## src/rtl/mult_pkg.sv

```systemverilog
`default_nettype none
// +-------------------------------------------------------------------------+
// | mult_pkg : shared defaults, FSM encoding and 7-segment codes            |
// | Revision : 1.0                                                          |
// +-------------------------------------------------------------------------+
package mult_pkg;

  localparam int WIDTH_DEF  = 16;
  localparam int DIGITS_DEF = 5;

  typedef enum logic [1:0] {
    ST_IDLE    = 2'd0,
    ST_CONVERT = 2'd1,
    ST_DONE    = 2'd2
  } state_e;

  // Active-low segments, bit order gfedcba.
  localparam logic [6:0] SEG_0     = 7'b1000000;
  localparam logic [6:0] SEG_1     = 7'b1111001;
  localparam logic [6:0] SEG_2     = 7'b0100100;
  localparam logic [6:0] SEG_3     = 7'b0110000;
  localparam logic [6:0] SEG_4     = 7'b0011001;
  localparam logic [6:0] SEG_5     = 7'b0010010;
  localparam logic [6:0] SEG_6     = 7'b0000010;
  localparam logic [6:0] SEG_7     = 7'b1111000;
  localparam logic [6:0] SEG_8     = 7'b0000000;
  localparam logic [6:0] SEG_9     = 7'b0010000;
  localparam logic [6:0] SEG_BLANK = 7'b1111111;

  // Double-dabble correction applied to each digit before every shift.
  function automatic logic [3:0] add3_ge5(input logic [3:0] d);
    return (d >= 4'd5) ? d + 4'd3 : d;
  endfunction

endpackage
`default_nettype wire

```

## src/rtl/seg7_dec.sv

```systemverilog
`default_nettype none
// +-------------------------------------------------------------------------+
// | seg7_dec : one BCD digit to active-low gfedcba segments (10-15 blank)   |
// | Revision : 1.0                                                          |
// +-------------------------------------------------------------------------+
module seg7_dec
  import mult_pkg::*;
(
  input  logic [3:0] digit_i,
  output logic [6:0] seg_o
);

  always_comb begin
    seg_o = SEG_BLANK;
    case (digit_i)
      4'd0:    seg_o = SEG_0;
      4'd1:    seg_o = SEG_1;
      4'd2:    seg_o = SEG_2;
      4'd3:    seg_o = SEG_3;
      4'd4:    seg_o = SEG_4;
      4'd5:    seg_o = SEG_5;
      4'd6:    seg_o = SEG_6;
      4'd7:    seg_o = SEG_7;
      4'd8:    seg_o = SEG_8;
      4'd9:    seg_o = SEG_9;
      default: seg_o = SEG_BLANK;
    endcase
  end

endmodule
`default_nettype wire

```

## src/rtl/mult_bcd_conv.sv

```systemverilog
`default_nettype none
// +-------------------------------------------------------------------------+
// | mult_bcd_conv : binary product to BCD (double dabble); MULT_BCD_SEG7_EN |
// | adds a 7-segment decode of bcd_out.            Revision : 1.0           |
// +-------------------------------------------------------------------------+
module mult_bcd_conv
  import mult_pkg::*;
#(
  parameter int WIDTH  = WIDTH_DEF,
  parameter int DIGITS = DIGITS_DEF
) (
  input  logic                  Clk_System,
  input  logic                  lowRst_System,
  input  logic                  prod_valid,
  input  logic [WIDTH-1:0]      prod_data,
  output logic                  prod_ready,
  output logic [DIGITS*4-1:0]   bcd_out,
  output logic                  bcd_valid,
  output logic                  busy
`ifdef MULT_BCD_SEG7_EN
  ,
  output logic [DIGITS*7-1:0]   seg_out
`endif
);

  localparam int CW = $clog2(WIDTH + 1);

  state_e                state_q, state_d;
  logic [WIDTH-1:0]      sr_q, sr_d;
  logic [DIGITS*4-1:0]   bcd_q, bcd_d;
  logic [DIGITS*4-1:0]   bcd_out_q, bcd_out_d;
  logic [CW-1:0]         cnt_q, cnt_d;
  logic                  bcd_valid_q, bcd_valid_d;
  logic                  ready_q, ready_d;
  logic [DIGITS*4-1:0]   adj;

  always_ff @(posedge Clk_System or negedge lowRst_System) begin
    if (!lowRst_System) begin
      state_q     <= ST_IDLE;
      sr_q        <= '0;
      bcd_q       <= '0;
      bcd_out_q   <= '0;
      cnt_q       <= '0;
      bcd_valid_q <= 1'b0;
      ready_q     <= 1'b0;
    end else begin
      state_q     <= state_d;
      sr_q        <= sr_d;
      bcd_q       <= bcd_d;
      bcd_out_q   <= bcd_out_d;
      cnt_q       <= cnt_d;
      bcd_valid_q <= bcd_valid_d;
      ready_q     <= ready_d;
    end
  end

  always_comb begin
    adj         = '0;
    state_d     = state_q;
    sr_d        = sr_q;
    bcd_d       = bcd_q;
    bcd_out_d   = bcd_out_q;
    cnt_d       = cnt_q;
    bcd_valid_d = 1'b0;
    for (int i = 0; i < DIGITS; i++) begin
      adj[i*4 +: 4] = add3_ge5(bcd_q[i*4 +: 4]);
    end
    case (state_q)
      ST_IDLE: begin
        // ready_q gates acceptance so nothing is taken on the first edge after reset.
        if (prod_valid && ready_q) begin
          sr_d    = prod_data;
          bcd_d   = '0;
          cnt_d   = CW'(WIDTH);
          state_d = ST_CONVERT;
        end
      end
      ST_CONVERT: begin
        {bcd_d, sr_d} = {adj, sr_q} << 1;
        cnt_d         = cnt_q - CW'(1);
        if (cnt_q == CW'(1)) begin
          state_d = ST_DONE;
        end
      end
      ST_DONE: begin
        bcd_out_d   = bcd_q;
        bcd_valid_d = 1'b1;
        state_d     = ST_IDLE;
      end
      default: state_d = ST_IDLE;
    endcase
    ready_d = (state_d == ST_IDLE);
  end

  assign prod_ready = ready_q;
  assign bcd_out    = bcd_out_q;
  assign bcd_valid  = bcd_valid_q;
  assign busy       = (state_q != ST_IDLE);

`ifdef MULT_BCD_SEG7_EN
  for (genvar g = 0; g < DIGITS; g++) begin : g_seg
    seg7_dec u_dec (
      .digit_i (bcd_out_q[g*4 +: 4]),
      .seg_o   (seg_out[g*7 +: 7])
    );
  end
`endif

endmodule
`default_nettype wire
```

## config.mk

```make
export PLATFORM = sky130hd
export DESIGN_NAME = mult_bcd_conv
export DESIGN_NICKNAME = d
export VERILOG_FILES = /design/src/rtl/mult_pkg.sv /design/src/rtl/seg7_dec.sv /design/src/rtl/mult_bcd_conv.sv
export SDC_FILE = /design/constraint.sdc
export NUM_CORES = 1
export LEC_CHECK = 0
export ABC_AREA = 1
export CORE_ASPECT_RATIO = 0.9
export CORE_UTILIZATION = 30
export DETAILED_ROUTE_END_ITERATION = 16
export DONT_BUFFER_PORTS = 1
export PLACE_DENSITY = 0.44
export SETUP_SLACK_MARGIN = 0.15
export SYNTH_ARGS = -nofsm -noshare
export SYNTH_HDL_FRONTEND = slang
export SYNTH_HIERARCHICAL = 1
export SYNTH_SLANG_ARGS = --single-unit
export TNS_END_PERCENT = 10
```

## constraint.sdc

```tcl
create_clock -name Clk_System -period 2.7 [get_ports Clk_System]
set_input_delay 0.81 -clock Clk_System [delete_from_list [all_inputs] [get_ports Clk_System]]
set_output_delay 0.81 -clock Clk_System [all_outputs]
set_load 0.03 [all_outputs]
```

=== After elaboration in Yosys (flattened, before gate mapping) ===
Cells that the tools add are included.

* Word-level logic and storage cells: 43
* Flip-flop bits (word level): 65
* Output and inout port bits: 23

* $lt $le $gt $ge: 5
* Equal/unequal tests: 4
* Muxes and demuxes: 15
* $add $sub $neg: 6
* Reduce and logical (&&, ||, !) cells: 6

{| class="wikitable"
|+ Operators by type and width
! cell !! number
|-
| $pmux 20 s2 || 1
|-
| $pmux 16 s2 || 1
|-
| $ge 4x3->1 const B || 5
|-
| $mux 20 || 1
|-
| $add 4x2->4 const B || 4
|-
| $mux 16 || 1
|-
| $mux 4 || 4
|-
| $pmux 5 s2 || 1
|-
| $eq 5x1->1 const B || 1
|-
| $mux 5 || 1
|-
| $sub 5x1->5 const B || 1
|-
| $logic_not 2->1 || 2
|-
| $mux 2 || 2
|-
| $pmux 2 s2 || 1
|-
| $reduce_bool 2->1 || 2
|-
| $add 3x2->3 const B || 1
|-
| $mux 3 || 1
|-
| $eq 2x1->1 const B || 1
|-
| $eq 2x2->1 const B || 1
|-
| $ne 2x2->1 const B || 1
|-
| $reduce_and 2->1 || 1
|-
| $logic_and 1x1->1 || 1
|-
| $mux 1 || 1
|}

=== Depth between registers and ports, before layout ===
Gate-level depths: netlist of run 1.

* Depth after elaboration: 4
* Gate-level depth with buffers: 9

=== Worst setup path before layout of run 1 ===
OpenSTA, ideal clock, no wires.

* Path type: input port to flip-flop
* From: input port prod_valid
* To: register bcd_q[19]
* Library setup time: 0.121 ns
* Data required time: 2.579 ns
* Stages: 5
* Slack: 1.197 ns
* Arrival time: 1.382 ns
* Cell sequence: nand4_4 > nand2_2 > buf_6 > buf_6 > o21ai_2

* Longest elaborated chain between the ends: 3

{| class="wikitable"
|+ Ends and longest elaborated chain
! element !! line !! text
|-
| start: declaration || mult_bcd_conv.sv:14 || <nowiki>input logic prod_valid,</nowiki>
|-
| $logic_and 1x1->1 || mult_bcd_conv.sv:71 || <nowiki>if (prod_valid && ready_q) begin</nowiki>
|-
| $ne 2x2->1 (no source line) || - ||
|-
| $reduce_and 2->1 (no source line) || - ||
|-
| end signal: assignment || mult_bcd_conv.sv:41 || <nowiki>bcd_q <= '0;</nowiki>
|-
| end signal: assignment || mult_bcd_conv.sv:49 || <nowiki>bcd_q <= bcd_d;</nowiki>
|-
| end: declaration || mult_bcd_conv.sv:30 || <nowiki>logic [DIGITS*4-1:0] bcd_q, bcd_d;</nowiki>
|}

No other way between the ends.
A chain may end at the register's enable or synchronous reset.

=== Final worst setup path of run 1 ===
* From: register state_q[0]
* To: output port busy

* Longest elaborated chain between the ends: 1

{| class="wikitable"
|+ Ends and longest elaborated chain
! element !! line !! text
|-
| start: declaration || mult_bcd_conv.sv:28 || <nowiki>state_e state_q, state_d;</nowiki>
|-
| start signal: assignment || mult_bcd_conv.sv:47 || <nowiki>state_q <= state_d;</nowiki>
|-
| $reduce_bool 2->1 || mult_bcd_conv.sv:98 || <nowiki>assign busy = (state_q != ST_IDLE);</nowiki>
|-
| end: declaration || mult_bcd_conv.sv:19 || <nowiki>output logic busy</nowiki>
|}

No other way between the ends.

==> results of run 1 <==
[layer usage]
layer | up-vias | wire (um) | share of wire (%) | track usage (%)
met3 | 5 | 240 | 3.7 | 4.15
met2 | 34 | 2980 | 46 | 20.3
met4 | 0 | 72 | 1.1 | 4.99
met1 | 1139 | 3130 | 49 | 16.0
met5 | - | 0 | 0 | 0
li1 | 1255 | - | - | -
[area by class of cell]
cell class | count | area share, %
Clock buffer | 13 | 7.56
Inverter | 48 | 5.11
Multi-Input combinational cell | 262 | 36.5
Sequential cell | 65 | 45.5
Tap cell | 129 | 4.51
Timing Repair Buffer | 4 | 0.839
[per-stage QoR]
step | power, mW | hold WS [ps] | cells
floorplan | 3.57 | 442 | 390
global placement | 3.86 | 456 | 508
detailed placement | 3.88 | 463 | 508
CTS | 4.97 | 169 | 521
global route | 5.35 | 164 | 521
finish | 4.88 | 186 | 521
[cells in the mapped netlist, types with 2 or more instances]
master / count
buf_4: 3
buf_6: 7
clkbuf_1: 4
dfrtp_1: 65
ha_1: 12
inv_1: 45
inv_2: 2
nand2_1: 130
nand2_2: 2
nand3_1: 34
nand4_1: 8
nor2_1: 4
nor3_1: 2
o21ai_0: 46
o21ai_1: 9
o21ai_2: 10
o21bai_1: 2
[logic make-up (layout without fill, tap and decap cells)]
group | after synthesis | after routing
compound gates | 68 | 68
buf+inv | 63 | 65
flops | 65 | 65
simple gates | 182 | 182
fa+ha+maj | 12 | 12
[power breakdown]
group          total [mW]  switching (mW)  internal (mW)
sequential           1.94           0.532           1.41
clock                1.06           0.380          0.680
combinational        1.88            1.23          0.658
total                4.88            2.14           2.75
[final timing paths]
kind | end | startpoint | slack, ps | depth (start not counted)
setup / recovery | busy | state_q[0]$_DFF_PN0_ | 870 | 2
hold / removal | bcd_out[9]$_DFFE_PN0P_ | lowRst_System | 190 | 0
setup reg to reg | bcd_q[5]$_DFFE_PN0P_ | prod_ready$_DFF_PN0_ | 1230 | 5
hold reg to reg | sr_q[15]$_DFFE_PN0P_ | sr_q[15]$_DFFE_PN0P_ | 470 | 2
max in group asynchronous | cnt_q[0]$_DFFE_PN0P_ | lowRst_System | 2420 | 0
min in group Clk_System | sr_q[15]$_DFFE_PN0P_ | sr_q[15]$_DFFE_PN0P_ | 470 | 2
[state kept, by name, indices dropped and copies added (netlist names)]
name,cells
bcd_out,20
bcd_q,20
bcd_valid,1
cnt_q,5
prod_ready,1
sr_q,16
state_q,2
==> qor.yml, run 1 <==
status: "finished, violations left"
violations: "DRC"
place_ws_ps: 992
critPathArrivalTime_ps: 1020
relSlewSlack_pct: 66.3
synth.area.mux_share_pct: 0
synth_edf_count: 0
cts_buffers: 9
gp_congestion: 0.739
regArea_um2: 1630
htree_levels: 3
n_fill_cell: 1092
synth_seq_cells: 65
synth-simple-area-share_pct: 23.9
dieWidth_um: 111
cts.clk_slew.worst_paths_ps: 50
coreArea_um2: 10400
async_flop_share_pct: 100
worst_slew_pin_slew_ps: 504
final_common_cell: "nand2_1"
synth_compound_area_share_pct: 11.8
multiInputGateArea_um2: 1310
stdcell_area_um2: 3580
grt_overflow: 0
hpwl_um: 4350
synth_top_family_by_area: "simple AND/OR/NAND/NOR gates"
synthFlopType: "dfrtp_1"
grt_pass1_wl_um: 11100
slowest_delay_ps: 400
timing_hold_violations_final: 0
yosysTopAreaCellShare_pct: 50.3
setup-tns-final_ps: 0
fin_skew_ps: 5.76
grt_setup_unrepaired: "false"
fin_nets: 421
start_util_pct: 31.2
n_antenna_cell: 0
post-route-period-util_pct: 67.7
yosys.cell_types.count: 22
grt_max_degree: 66
drc: 2
post_drt_wl_per_cell_um: 12.3
drive_gt1_share_pct: 8.42
port_buffers: 0
path_cells: "inv_2, nand2_1"
worstSetupEndpointType: "primary output"
finalWirelength_um: 6420
start_kind: "flip-flop"
synth.area.top_cells: "dfrtp_1 (50%), nand2_1 (15%), o21ai_0 (7.1%)"
final_max_slew_viol_count: 0
synth-xor-area-share_pct: 0
crit_family: "flip-flops"
cts_resized: 0
fin_ws_ps: 873
critPathSlowestCell: "dfrtp_1"
min_period_ps: 1830
rows: 35
grt_pass1_vias: 2291
yosys.area_share.adder_pct: 4.64
dieArea_um2: 11200
crit_buf_inv: 1
io_pins: 42
cts_tree: "built"
final_cell_mix: "nand2_1 (130), dfrtp_1 (65), o21ai_0 (46)"
drt_first_pass_iters: 12
postLayoutCoreUtil_pct: 34.5
p_per_area_nw_per_um2: 1370
syn_avg_cell_area_um2: 8.30
cts_max_path_buffers: 2
grt_use_total_pct: 12.7
synth_warnings: 6
dieHeight_um: 101
worstPathMaxFanout: 3
crit_required_ps: 1890
leakage_nw: 1.78
hp-class: "input pin to async pin"
fmax_mhz: 547
post_cts_buffers: 0
setup_viol: 0
vdd_drop_max_uv: 357
grt_antenna_before_repair: 0
via_per_inst: 4.67
synth_area_leader_cell: "dfrtp_1"
placed_area_um2: 3310
syn_inst: 390
syn_area_um2: 3240
vias: 2433
cap_violations: 0
initialDrtViolationCount: 124
clk-insertion-delay-late_ps: 320
ctsHoldBuffers: 0
root_buffer: "clkbuf_16"
area_delta_synth_final_pct: 10.5
ant_nets: 0
ys_seq_area_share_pct: 50.3
synth_nets: 421
cts.sinks: 65
timing_worst_setup_path_type: "flip-flop to primary output"
Note: power is estimated with default switching activity, not from simulation.
==> run 2: changes to the inputs <==
PLACE_DENSITY = 0.45   (was 0.44)
clock period = 1.6 ns   (was 2.7 ns; I/O delays follow)
==> qor.yml, run 2 (synthesis gave the netlist of run 1 again) <==
ant_nets: 0
coreArea_um2: 10400
root_buffer: "clkbuf_16"
grt_pass1_wl_um: 11100
htree_levels: 3
fin_skew_ps: 8.44
path_cells: "inv_2, nand2_2"
slowest_delay_ps: 400
final_common_cell: "nand2_1"
total_power_mw: 8.62
final_max_slew_viol_count: 0
worstSetupEndpointType: "primary output"
io_pins: 42
status: "finished, violations left"
stdcell_area_um2: 3670
drt_first_pass_iters: 12
p_per_area_nw_per_um2: 2350
post-route-period-util_pct: 89.0
crit_required_ps: 1120
grt_setup_unrepaired: "true"
cts_tree: "built"
grt_antenna_before_repair: 0
dieArea_um2: 11200
initialDrtViolationCount: 150
area_delta_synth_final_pct: 13.5
critPathSlowestCell: "dfrtp_1"
setup_viol: 0
relSlewSlack_pct: 65.6
leakage_nw: 1.83
dp.cells: 511
n_antenna_cell: 0
whs_ps: -144
cts_max_path_buffers: 2
worstPathMaxFanout: 3
hp-class: "input pin to async pin"
setup-tns-final_ps: 0
grt_pass1_vias: 2241
min_period_ps: 1420
finalWirelength_um: 6590
dieHeight_um: 101
start_util_pct: 31.2
vdd_drop_max_uv: 533
cts.clk_slew.worst_paths_ps: 50
grt_max_degree: 66
fin_nets: 426
placed_area_um2: 3340
cts_buffers: 9
port_buffers: 0
critPathArrivalTime_ps: 940
dieWidth_um: 111
clk-insertion-delay-late_ps: 320
via_per_inst: 4.63
grt_overflow: 0
drive_gt1_share_pct: 10.5
start_kind: "flip-flop"
timing_worst_setup_path_type: "flip-flop to primary output"
layout.cells.non_filler: 528
grt_use_total_pct: 12.7
n_fill_cell: 1090
hpwl_um: 4360
drc: 2
rows: 35
violations: "DRC, hold timing"
gp_congestion: 0.791
post_drt_wl_per_cell_um: 12.5
worst_slew_pin_slew_ps: 515
cts.sinks: 65
cap_violations: 0
fmax_mhz: 702
final_cell_mix: "nand2_1 (129), dfrtp_1 (65), o21ai_0 (46)"
vias: 2443
timing_hold_violations_final: 65
## run 2: changes by cell type in the layout (fill, tap and decap cells not counted), sizes merged
cell    change
bufinv      +1
clkinv      +1
buf         +5
## run 2: cell type report
cell class	count	area, um^2	area share, %
timing repair buffer	9	80.1	2.18
tap	129	161	4.39
clock buffer	13	280	7.63
inverter	48	183	4.97
sequential	65	1630	44.3
multi-input combinational	262	1310	35.6
clock inverter	2	35.0	0.953
## run 2: where the power goes
part | switching [mW] | internal, mW | leakage [nW] | total (mW)
clock | 0.676 | 1.36 | 0.158 | 2.04
combinational | 2.14 | 1.19 | 0.865 | 3.34
sequential | 0.869 | 2.38 | 0.811 | 3.25
## run 2: worst max-delay path: cells and delay by family, from the launching register on
kind	cells	cell delay, ps
simple gates	1	120
flops	1	400
buf+inv	1	90
## run 2: through the flow
stage	utilization [%]	setup slack [ps]
finish	35.4	175
global route	35.4	127
CTS	35.3	154
global placement	32.2	311
detailed placement	32.2	277
floorplan	-	327
## run 2: path summary, 6_finish.rpt
path	startpoint	endpoint	slack, ps	cells after the start
hold / removal	lowRst_System	bcd_valid$_DFF_PN0_	-140	0
setup / recovery	state_q[0]$_DFF_PN0_	busy	180	2
max in group asynchronous	lowRst_System	bcd_q[15]$_DFFE_PN0P_	1610	0
hold reg to reg	bcd_q[9]$_DFFE_PN0P_	bcd_q[9]$_DFFE_PN0P_	470	2
min in group Clk_System	prod_data[0]	sr_q[0]$_DFFE_PN0P_	320	2
setup reg to reg	bcd_q[0]$_DFFE_PN0P_	bcd_q[2]$_DFFE_PN0P_	280	8
## run 2: repair_timing
| action | 4_1_cts | 5_1_grt |
|---|---|---|
| pin swaps | 0 | 0 |
| setup buffers | 0 | 2 |
| cloned | 0 | 0 |
| gates resized for setup | 1 | 0 |
| endpoints found under the setup margin | 1 | 4 |
| hold endpoints to repair | 65 | 65 |
## run 2: metal layers
metal  vias to the layer above  share of wire [%]  global-route usage, %
met5                         -                  0                      0
met4                         0                1.1                   5.41
met3                         6                3.7                   3.67
met2                        38                 46                   21.1
met1                      1134                 49                   15.5
li1                       1265                  -                      -
==> run 3: changes to the inputs <==
ABC_AREA = default   (was 1)
==> qor.yml, run 3 <==
dp.cells: 387
drt_first_pass_iters: 4
cts.clk_slew.worst_paths_ps: 80
synth_nets: 290
io_pins: 42
ant_nets: 0
vdd_drop_max_uv: 724
coreArea_um2: 9660
cts_buffers: 9
ys_seq_area_share_pct: 54.7
root_buffer: "clkbuf_8"
synth_top_cells_by_count: "dfrtp_1 (65), o21ai_0 (31), nand2_1 (28)"
status: "finished, violations left"
async_flop_share_pct: 100
htree_levels: 3
stdcell_area_um2: 3480
dieHeight_um: 96.5
via_per_inst: 4.67
syn_avg_cell_area_um2: 11.5
fin_nets: 304
synth_seq_cells: 65
fin_skew_ps: 7.25
crit_required_ps: 1120
crit_family: "flip-flops"
syn_area_um2: 2970
grt_setup_unrepaired: "true"
timing_worst_setup_path_type: "flip-flop to primary output"
worst_slew_pin_slew_ps: 354
whs_ps: -171
synth_warnings: 6
area_delta_synth_final_pct: 17.2
cts_tree: "built"
grt_pass1_wl_um: 9610
grt_overflow: 0
total_power_mw: 7.38
gp_congestion: 0.743
grt_use_total_pct: 12.4
synthFlopType: "dfrtp_1"
path_cells: "or2_4"
fmax_mhz: 653
relSlewSlack_pct: 76.1
vias: 1888
path_depth: 1
yosysTopAreaCellShare_pct: 54.7
postLayoutCoreUtil_pct: 36.1
drive_gt1_share_pct: 19.4
grt_max_degree: 66
start_util_pct: 30.8
crit_buf_inv: 0
min_period_ps: 1530
grt_antenna_before_repair: 0
n_antenna_cell: 0
placed_area_um2: 3220
place_ws_ps: 65.1
fin_ws_ps: 67.5
yosys.cell_types.count: 33
cts.sinks: 65
setup-tns-final_ps: 0
critPathArrivalTime_ps: 1050
hp-class: "input pin to async pin"
violations: "hold timing"
finalWirelength_um: 6020
rr_worst_depth: 6
dieArea_um2: 10300
clk-insertion-delay-late_ps: 340
slowest_delay_ps: 410
critPathSlowestCell: "dfrtp_1"
r2r_end: "bcd_q[14]$_DFFE_PN0P_"
final_common_cell: "dfrtp_1"
post_drt_wl_per_cell_um: 14.9
port_buffers: 0
p_per_area_nw_per_um2: 2120
timing_hold_violations_final: 65
drc: 0
syn_inst: 259
dieWidth_um: 107
synth_edf_count: 0
initialDrtViolationCount: 71
start_kind: "flip-flop"
synth.area.top_cells: "dfrtp_1 (55%), mux2i_1 (6.7%), o21ai_0 (5.2%)"
grt_pass1_vias: 1749
cts_max_path_buffers: 2
post-route-period-util_pct: 95.8
rows: 34
r2r-start: "bcd_q[13]$_DFFE_PN0P_"
synth_area_leader_cell: "dfrtp_1"
final_cell_mix: "dfrtp_1 (64), o21ai_0 (31), nand2_1 (28)"
yosysMostFrequentCell: "dfrtp_1"
setup_viol: 0
layout.cells.non_filler: 404
regToRegSetupSlack_ps: 120
leakage_nw: 1.54
final_max_slew_viol_count: 0
cap_violations: 0
worstSetupEndpointType: "primary output"
n_fill_cell: 968
hpwl_um: 3800
worstPathMaxFanout: 5
## run 3: cell types whose count changed in the layout (fill, tap and decap cells not counted), sizes merged, moves of 7 or more
cell    previous run  this run
nand2            132        28
inv               48        14
o21ai             65        31
nand3             34         1
mux2i              0        20
mux2               0        10
buf                9        18
nand4              9         0
nand2b             0         7
## run 3: routing by layer
metal | global-route usage (%) | up-vias | share of wire, %
li1 | - | 934 | -
met1 | 17.6 | 921 | 51
met2 | 17.2 | 27 | 44
met3 | 3.35 | 6 | 3.9
met4 | 6.85 | 0 | 1.5
met5 | 0 | - | 0
## run 3: worst max path at each step
stage	startpoint	end	slack [ps]
floorplan	prod_ready$_DFF_PN0_	bcd_q[11]$_DFFE_PN0P_	100
global placement	bcd_q[0]$_DFFE_PN0P_	bcd_q[2]$_DFFE_PN0P_	70
detailed placement	bcd_q[9]$_DFFE_PN0P_	bcd_q[10]$_DFFE_PN0P_	70
CTS	state_q[1]$_DFF_PN0_	busy	60
global route	bcd_q[13]$_DFFE_PN0P_	bcd_q[14]$_DFFE_PN0P_	30
finish	state_q[0]$_DFF_PN0_	busy	70
## run 3: kinds of logic (layout without fill, tap and decap cells)
| kind of cell | after synthesis | in the layout | synth area share, % |
|---|---|---|---|
| buffers and inverters | 29 | 48 | 4.71 |
| AO/OA/AOI/OAI | 64 | 64 | 13.9 |
| AND/OR/NAND/NOR | 47 | 47 | 7.62 |
| flip-flops | 65 | 65 | 54.7 |
| multiplexers | 30 | 30 | 10.5 |
| adder cells (fa/ha/maj) | 12 | 12 | 5.05 |
| XOR/XNOR | 12 | 12 | 3.53 |
## run 3: timing repair
item                       4_1_cts  5_1_grt
buffers inserted                 0        1
hold endpoints to repair        65       65
pin swaps                        1        2
resized for setup                2        6
setup endpoints to repair       14       29
## run 3: cell type report
cell class / count / area [um^2] / area share (%)
clock inverter: 4 / 75.1 / 2.15
inverter: 14 / 52.6 / 1.51
clock buffer: 12 / 155 / 4.45
sequential: 65 / 1630 / 46.7
multi-input combinational: 165 / 1230 / 35.3
timing repair buffer: 18 / 185 / 5.31
tap: 126 / 158 / 4.52
## run 3: where the power goes
group	total, mW	internal, mW	switching, mW	leakage, nW
Combinational	2.84	1.40	1.45	0.595
Sequential	2.94	2.22	0.717	0.833
Clock	1.60	0.963	0.637	0.109
## run 3: worst register-to-register path, delay by kind of cell, from the launching register on
kind	cells	cell delay (ps)
flip-flops	1	380
AO/OA/AOI/OAI	2	370
adder cells (fa/ha/maj)	1	230
multiplexers	1	210
buffers and inverters	1	120
AND/OR/NAND/NOR	1	110
==> RTL edit 1, RTL diff (flow settings as in run 3) <==
Encoding of `state_e`: now one-hot (3 bits for 3 states).
--- a/src/rtl/mult_pkg.sv
+++ b/src/rtl/mult_pkg.sv
@@ -8,10 +8,10 @@
   localparam int WIDTH_DEF  = 16;
   localparam int DIGITS_DEF = 5;
 
-  typedef enum logic [1:0] {
-    ST_IDLE    = 2'd0,
-    ST_CONVERT = 2'd1,
-    ST_DONE    = 2'd2
+  typedef enum logic [2:0] {
+    ST_IDLE    = 3'b001,
+    ST_CONVERT = 3'b010,
+    ST_DONE    = 3'b100
   } state_e;
 
   // Active-low segments, bit order gfedcba.
Function: same outputs for any inputs over 10 cycles, from zero or initial values and one cycle with lowRst_System low; not proved beyond that.
==> RTL edit 1 against run 3 <==
The flow finishes with violations (hold timing, setup timing); clock power shrank 3%; worst setup slack lost 330 ps; synthesized cell count shrank 0.77%; wire length grew 3.7%; sequential cell count grew 1; power shrank 19%; cell area grew 9.7%; register-to-register slack lost 160 ps; die area grew 0.65%; global-route usage grew 1.1 points; synthesized area grew 0.67%; highest routed layer unchanged.
==> RTL edit 1: results (changes against run 3) <==
\begin{tabular}{lr}
\hline
Metric & Value \\
\hline
\multicolumn{2}{l}{\textbf{Run status}} \\
\quad Result of the run & finished with violations (unchanged) \\
\quad Violations in the final reports & hold timing, setup timing (was hold timing) \\
\multicolumn{2}{l}{\textbf{STA}} \\
\quad Final hold violation count & 66 (was 65) \\
\quad Worst setup slack after layout & -263 ps (was 67.5 ps) \\
\quad Final count of negative-setup-slack endpoints & 9 (was 0) \\
\quad Worst slew slack as a fraction of its limit & 66.0\% (was 76.1\%) \\
\quad Worst Hold Margin & -171 ps (about the same) \\
\quad Worst clock skew on the final layout & 11.0 ps (was 7.25 ps) \\
\multicolumn{2}{l}{\textbf{Place}} \\
\quad Placement Cell Area & 0.00336 mm² (was 0.00322 mm²) \\
\quad Pre-CTS worst setup slack & 8.07 ps (was 65.1 ps) \\
\quad Placed Cells incl. Taps & 396 (was 387) \\
\quad Gp weighted congestion & 0.740 (was 0.743) \\
\multicolumn{2}{l}{\textbf{Synth}} \\
\quad Most instantiated cells after synthesis & sky130\_fd\_sc\_hd\_\_dfrtp\_1 (65), sky130\_fd\_sc\_hd\_\_nor2\_1 (33), sky130\_fd\_sc\_hd\_\_mux2\_2 (20) (was sky130\_fd\_sc\_hd\_\_dfrtp\_1 (65), sky130\_fd\_sc\_hd\_\_o21ai\_0 (31), sky130\_fd\_sc\_hd\_\_nand2\_1 (28)) \\
\quad Proportion of netlist area held by the largest area contributor & 54.3\% (was 54.7\%) \\
\quad Multiplexer fraction of the synthesized cell area & 7.52\% (was 10.5\%) \\
\quad Adder-Cell Fraction of Synth Area & 5.01\% (was 5.05\%) \\
\quad Cells taking the most area after synthesis & sky130\_fd\_sc\_hd\_\_dfrtp\_1 (54\%), sky130\_fd\_sc\_hd\_\_mux2\_2 (7.5\%), sky130\_fd\_sc\_hd\_\_ha\_1 (5.0\%) (was sky130\_fd\_sc\_hd\_\_dfrtp\_1 (55\%), sky130\_fd\_sc\_hd\_\_mux2i\_1 (6.7\%), sky130\_fd\_sc\_hd\_\_o21ai\_0 (5.2\%)) \\
\quad XOR/XNOR Fraction of Synth Area & 3.51\% (was 3.53\%) \\
\multicolumn{2}{l}{\textbf{Setup path}} \\
\quad Critical-path maximum fanout & 2 (was 5) \\
\quad Worst setup slack for register-to-register paths & -40 ps (was 120 ps) \\
\quad Endpoint arrival time on the critical path & 1380 ps (was 1050 ps) \\
\quad Source of the critical timing path & state\_q[0] (unchanged) \\
\quad Worst Reg2Reg Path Length in Cells & 7 (was 6) \\
\multicolumn{2}{l}{\textbf{Cells and area}} \\
\quad NumNets Final & 316 (was 304) \\
\multicolumn{2}{l}{\textbf{Global routing}} \\
\quad Total global routing track utilization & 13.5\% (was 12.4\%) \\
\quad Number of global-route vias before repair & 2150 (was 1749) \\
\multicolumn{2}{l}{\textbf{Detailed routing}} \\
\quad DR iter-0 viols & 55 (was 71) \\
\quad Via density per instance & 4.88 (was 4.67) \\
\hline
\end{tabular}
==> RTL edit 1: layout make-up <==
cell class	instances	area [µm²]
inverter	15	60.1
fill	956	5880
multi-input combinational	164	1460
timing repair buffer	29	272
tap	126	158
sequential	66	1650
clock inverter	2	60.1
clock buffer	13	159
==> RTL edit 1: cell families (layout without fill, tap and decap cells) <==
group,Yosys count,after routing
compound gates,55,55
xor+xnor,12,12
fa+ha+maj,12,12
buf+inv,27,59
flops,66,66
mux,20,20
simple gates,65,65
==> RTL edit 1: power breakdown <==
group	switching (µW)	total [µW]	internal, µW
logic	1040	2040	994
clock network	605	1560	957
registers	352	2390	2040
==> RTL edit 1: worst min path at each step <==
stage,from,to,slack (ps),depth (start not counted)
finish,lowRst_System,bcd_out[4],-170,0
CTS,lowRst_System,bcd_out[4],-190,0
global route,lowRst_System,bcd_out[4],-210,0
global placement,lowRst_System,bcd_out[5],190,0
detailed placement,lowRst_System,bcd_out[4],190,0
floorplan,lowRst_System,bcd_out[0],180,0
==> RTL edit 1: repair_timing <==
item                                   in CTS  in global routing
setup buffers                               1                  3
endpoints found under the hold margin      66                 66
pin swaps                                  25                 16
setup endpoints to repair                  60                 65
resized for setup                          39                 17
gates cloned                                0                  0
==> RTL edit 1: metal layers <==
metal	track usage (%)	share of wire (%)	vias up
met5	0	0	-
met4	3.79	1.1	0
met3	5.12	4.2	7
met2	21.6	47	24
met1	17.1	47	1028
li1	-	-	968
==> RTL edit 2, RTL diff (settings of run 3) <==
Made on the original files. The package constant `WIDTH_DEF` goes from 16 to 32.
--- a/src/rtl/mult_pkg.sv
+++ b/src/rtl/mult_pkg.sv
@@ -5,7 +5,7 @@
 // +-------------------------------------------------------------------------+
 package mult_pkg;
 
-  localparam int WIDTH_DEF  = 16;
+  localparam int WIDTH_DEF  = 32;
   localparam int DIGITS_DEF = 5;
 
   typedef enum logic [1:0] {
Ports: changed (resized prod_data); port bits go from 42 to 58. The function was not compared with the original's and may differ.
==> RTL edit 2 against run 3 <==
Largest power group is now combinational cells; wire length up 38%; non-clock buffer count up 14; power up 36%; cell area up 39%; utilization up 3.7 points; count of clock-buffer cells in the layout up 2; synthesized area up 27%; highest routed layer unchanged; worst setup slack worse by 87 ps; the flow finishes with violations (hold timing, setup timing); sequential cell count up 17; largest cell class unchanged; combinational power up 44%.
==> RTL edit 2: results (changes against run 3) <==
\begin{tabular}{lr}
\hline
Metric & Value \\
\hline
\multicolumn{2}{l}{\textbf{STA}} \\
\quad Final hold violation count & 82 (was 65) \\
\quad Final count of negative-setup-slack endpoints & 1 (was 0) \\
\quad Worst slew slack as a fraction of its limit & 78.1\% (was 76.1\%) \\
\quad Worst setup slack after layout & -19.5 ps (was 67.5 ps) \\
\quad Worst Hold Margin & -160 ps (was -171 ps) \\
\quad Worst clock skew on the final layout & 3.39 ps (was 7.25 ps) \\
\multicolumn{2}{l}{\textbf{Cells and area}} \\
\quad Finished Layout Cells & 538 (was 404) \\
\quad Share of layout cells above drive strength 1 & 27.5\% (was 19.4\%) \\
\quad NumNets Final & 420 (was 304) \\
\multicolumn{2}{l}{\textbf{Global routing}} \\
\quad Number of global-route vias before repair & 2519 (was 1749) \\
\quad Wire length of the first global-routing pass & 13.4 mm (was 9.61 mm) \\
\quad Pin count of the biggest net entering global routing & 83 (was 66) \\
\multicolumn{2}{l}{\textbf{CTS}} \\
\quad CTS root buf & sky130\_fd\_sc\_hd\_\_clkbuf\_16 (was sky130\_fd\_sc\_hd\_\_clkbuf\_8) \\
\quad Clock transition at path regs & 60 ps (was 80 ps) \\
\multicolumn{2}{l}{\textbf{Synth}} \\
\quad Synthesized area per cell & 10.8 µm² (was 11.5 µm²) \\
\quad Most instantiated cells after synthesis & sky130\_fd\_sc\_hd\_\_dfrtp\_1 (82), sky130\_fd\_sc\_hd\_\_nand2\_1 (62), sky130\_fd\_sc\_hd\_\_o21ai\_0 (47) (was sky130\_fd\_sc\_hd\_\_dfrtp\_1 (65), sky130\_fd\_sc\_hd\_\_o21ai\_0 (31), sky130\_fd\_sc\_hd\_\_nand2\_1 (28)) \\
\quad Synthesized Nets & 399 (was 290) \\
\quad Proportion of netlist area held by the largest area contributor & 54.2\% (was 54.7\%) \\
\multicolumn{2}{l}{\textbf{Power and ir drop}} \\
\quad Worst IR Drop VDD & 0.610 mV (was 0.724 mV) \\
\multicolumn{2}{l}{\textbf{Run status}} \\
\quad Result of the run & finished with violations (unchanged) \\
\quad Violations in the final reports & hold timing, setup timing (was hold timing) \\
\multicolumn{2}{l}{\textbf{Place}} \\
\quad Placement Cell Area & 0.00409 mm² (was 0.00322 mm²) \\
\quad DPL Wire Length & 4.97 mm (was 3.80 mm) \\
\quad Gp weighted congestion & 0.770 (was 0.743) \\
\multicolumn{2}{l}{\textbf{Setup path}} \\
\quad Critical-path maximum fanout & 2 (was 5) \\
\multicolumn{2}{l}{\textbf{Detailed routing}} \\
\quad Average wire per cell in the routed design & 15.4 µm (was 14.9 µm) \\
\quad DR iter-0 viols & 105 (was 71) \\
\quad Via density per instance & 4.75 (was 4.67) \\
\hline
\end{tabular}
-- RTL edit 2: cell count changes after synthesis, sizes merged, moves of 4 or more --
cell	before	now
o21ai	31	47
o22ai	6	11
mux2i	20	32
mux2	10	15
nand2	28	62
nor2	3	8
dfrtp	65	82
a22o	6	0
buf	8	12
-- RTL edit 2: kinds of logic (layout without fill, tap and decap cells) --
family	after synthesis	count (layout)
flops	82	82
compound gates	79	79
buf+inv	36	62
simple gates	84	84
xor+xnor	12	12
fa+ha+maj	12	12
mux	47	47
-- RTL edit 2: layout make-up --
cell class / instances / share of cell area, %
flip-flops and latches: 82 / 42.5
well taps: 160 / 4.14
inverters: 14 / 1.09
clock inverters: 2 / 0.207
clock buffers: 14 / 5.66
repair buffers: 32 / 7.81
multi-input cells: 234 / 38.7
-- RTL edit 2: report_power, final --
group / switching (µW) / internal [µW] / total [µW] / leakage, µW
Combinational: 1890 / 2190 / 4090 / 0.000824
Sequential: 1080 / 2890 / 3970 / 0.00108
Clock: 795 / 1180 / 1970 / 0.000143
-- RTL edit 2: worst paths after layout --
check	endpoint	slack, ps	startpoint
min reg2reg	cnt_q[5]	470	cnt_q[5]
min	sr_q[20]	-160	lowRst_System
max	busy	-20	state_q[0]
max reg2reg	bcd_q[15]	20	state_q[0]
max in group asynchronous	bcd_q[8]	1640	lowRst_System
min in group Clk_System	sr_q[0]	300	prod_data[0]
-- RTL edit 2: timing repair --
item	CTS	global route
setup endpoints to repair	33	58
endpoints found under the hold margin	82	82
buffers inserted	1	7
resized for setup	46	26
gates cloned	1	2
pin swaps	11	13
-- RTL edit 2: routing by layer --
metal,global-route usage (%),up-vias,part of all wire [%]
li1,-,1257,-
met1,17.1,1257,46
met2,20.1,32,47
met3,4.38,9,4.9
met4,5.29,0,1.5
met5,0,-,0
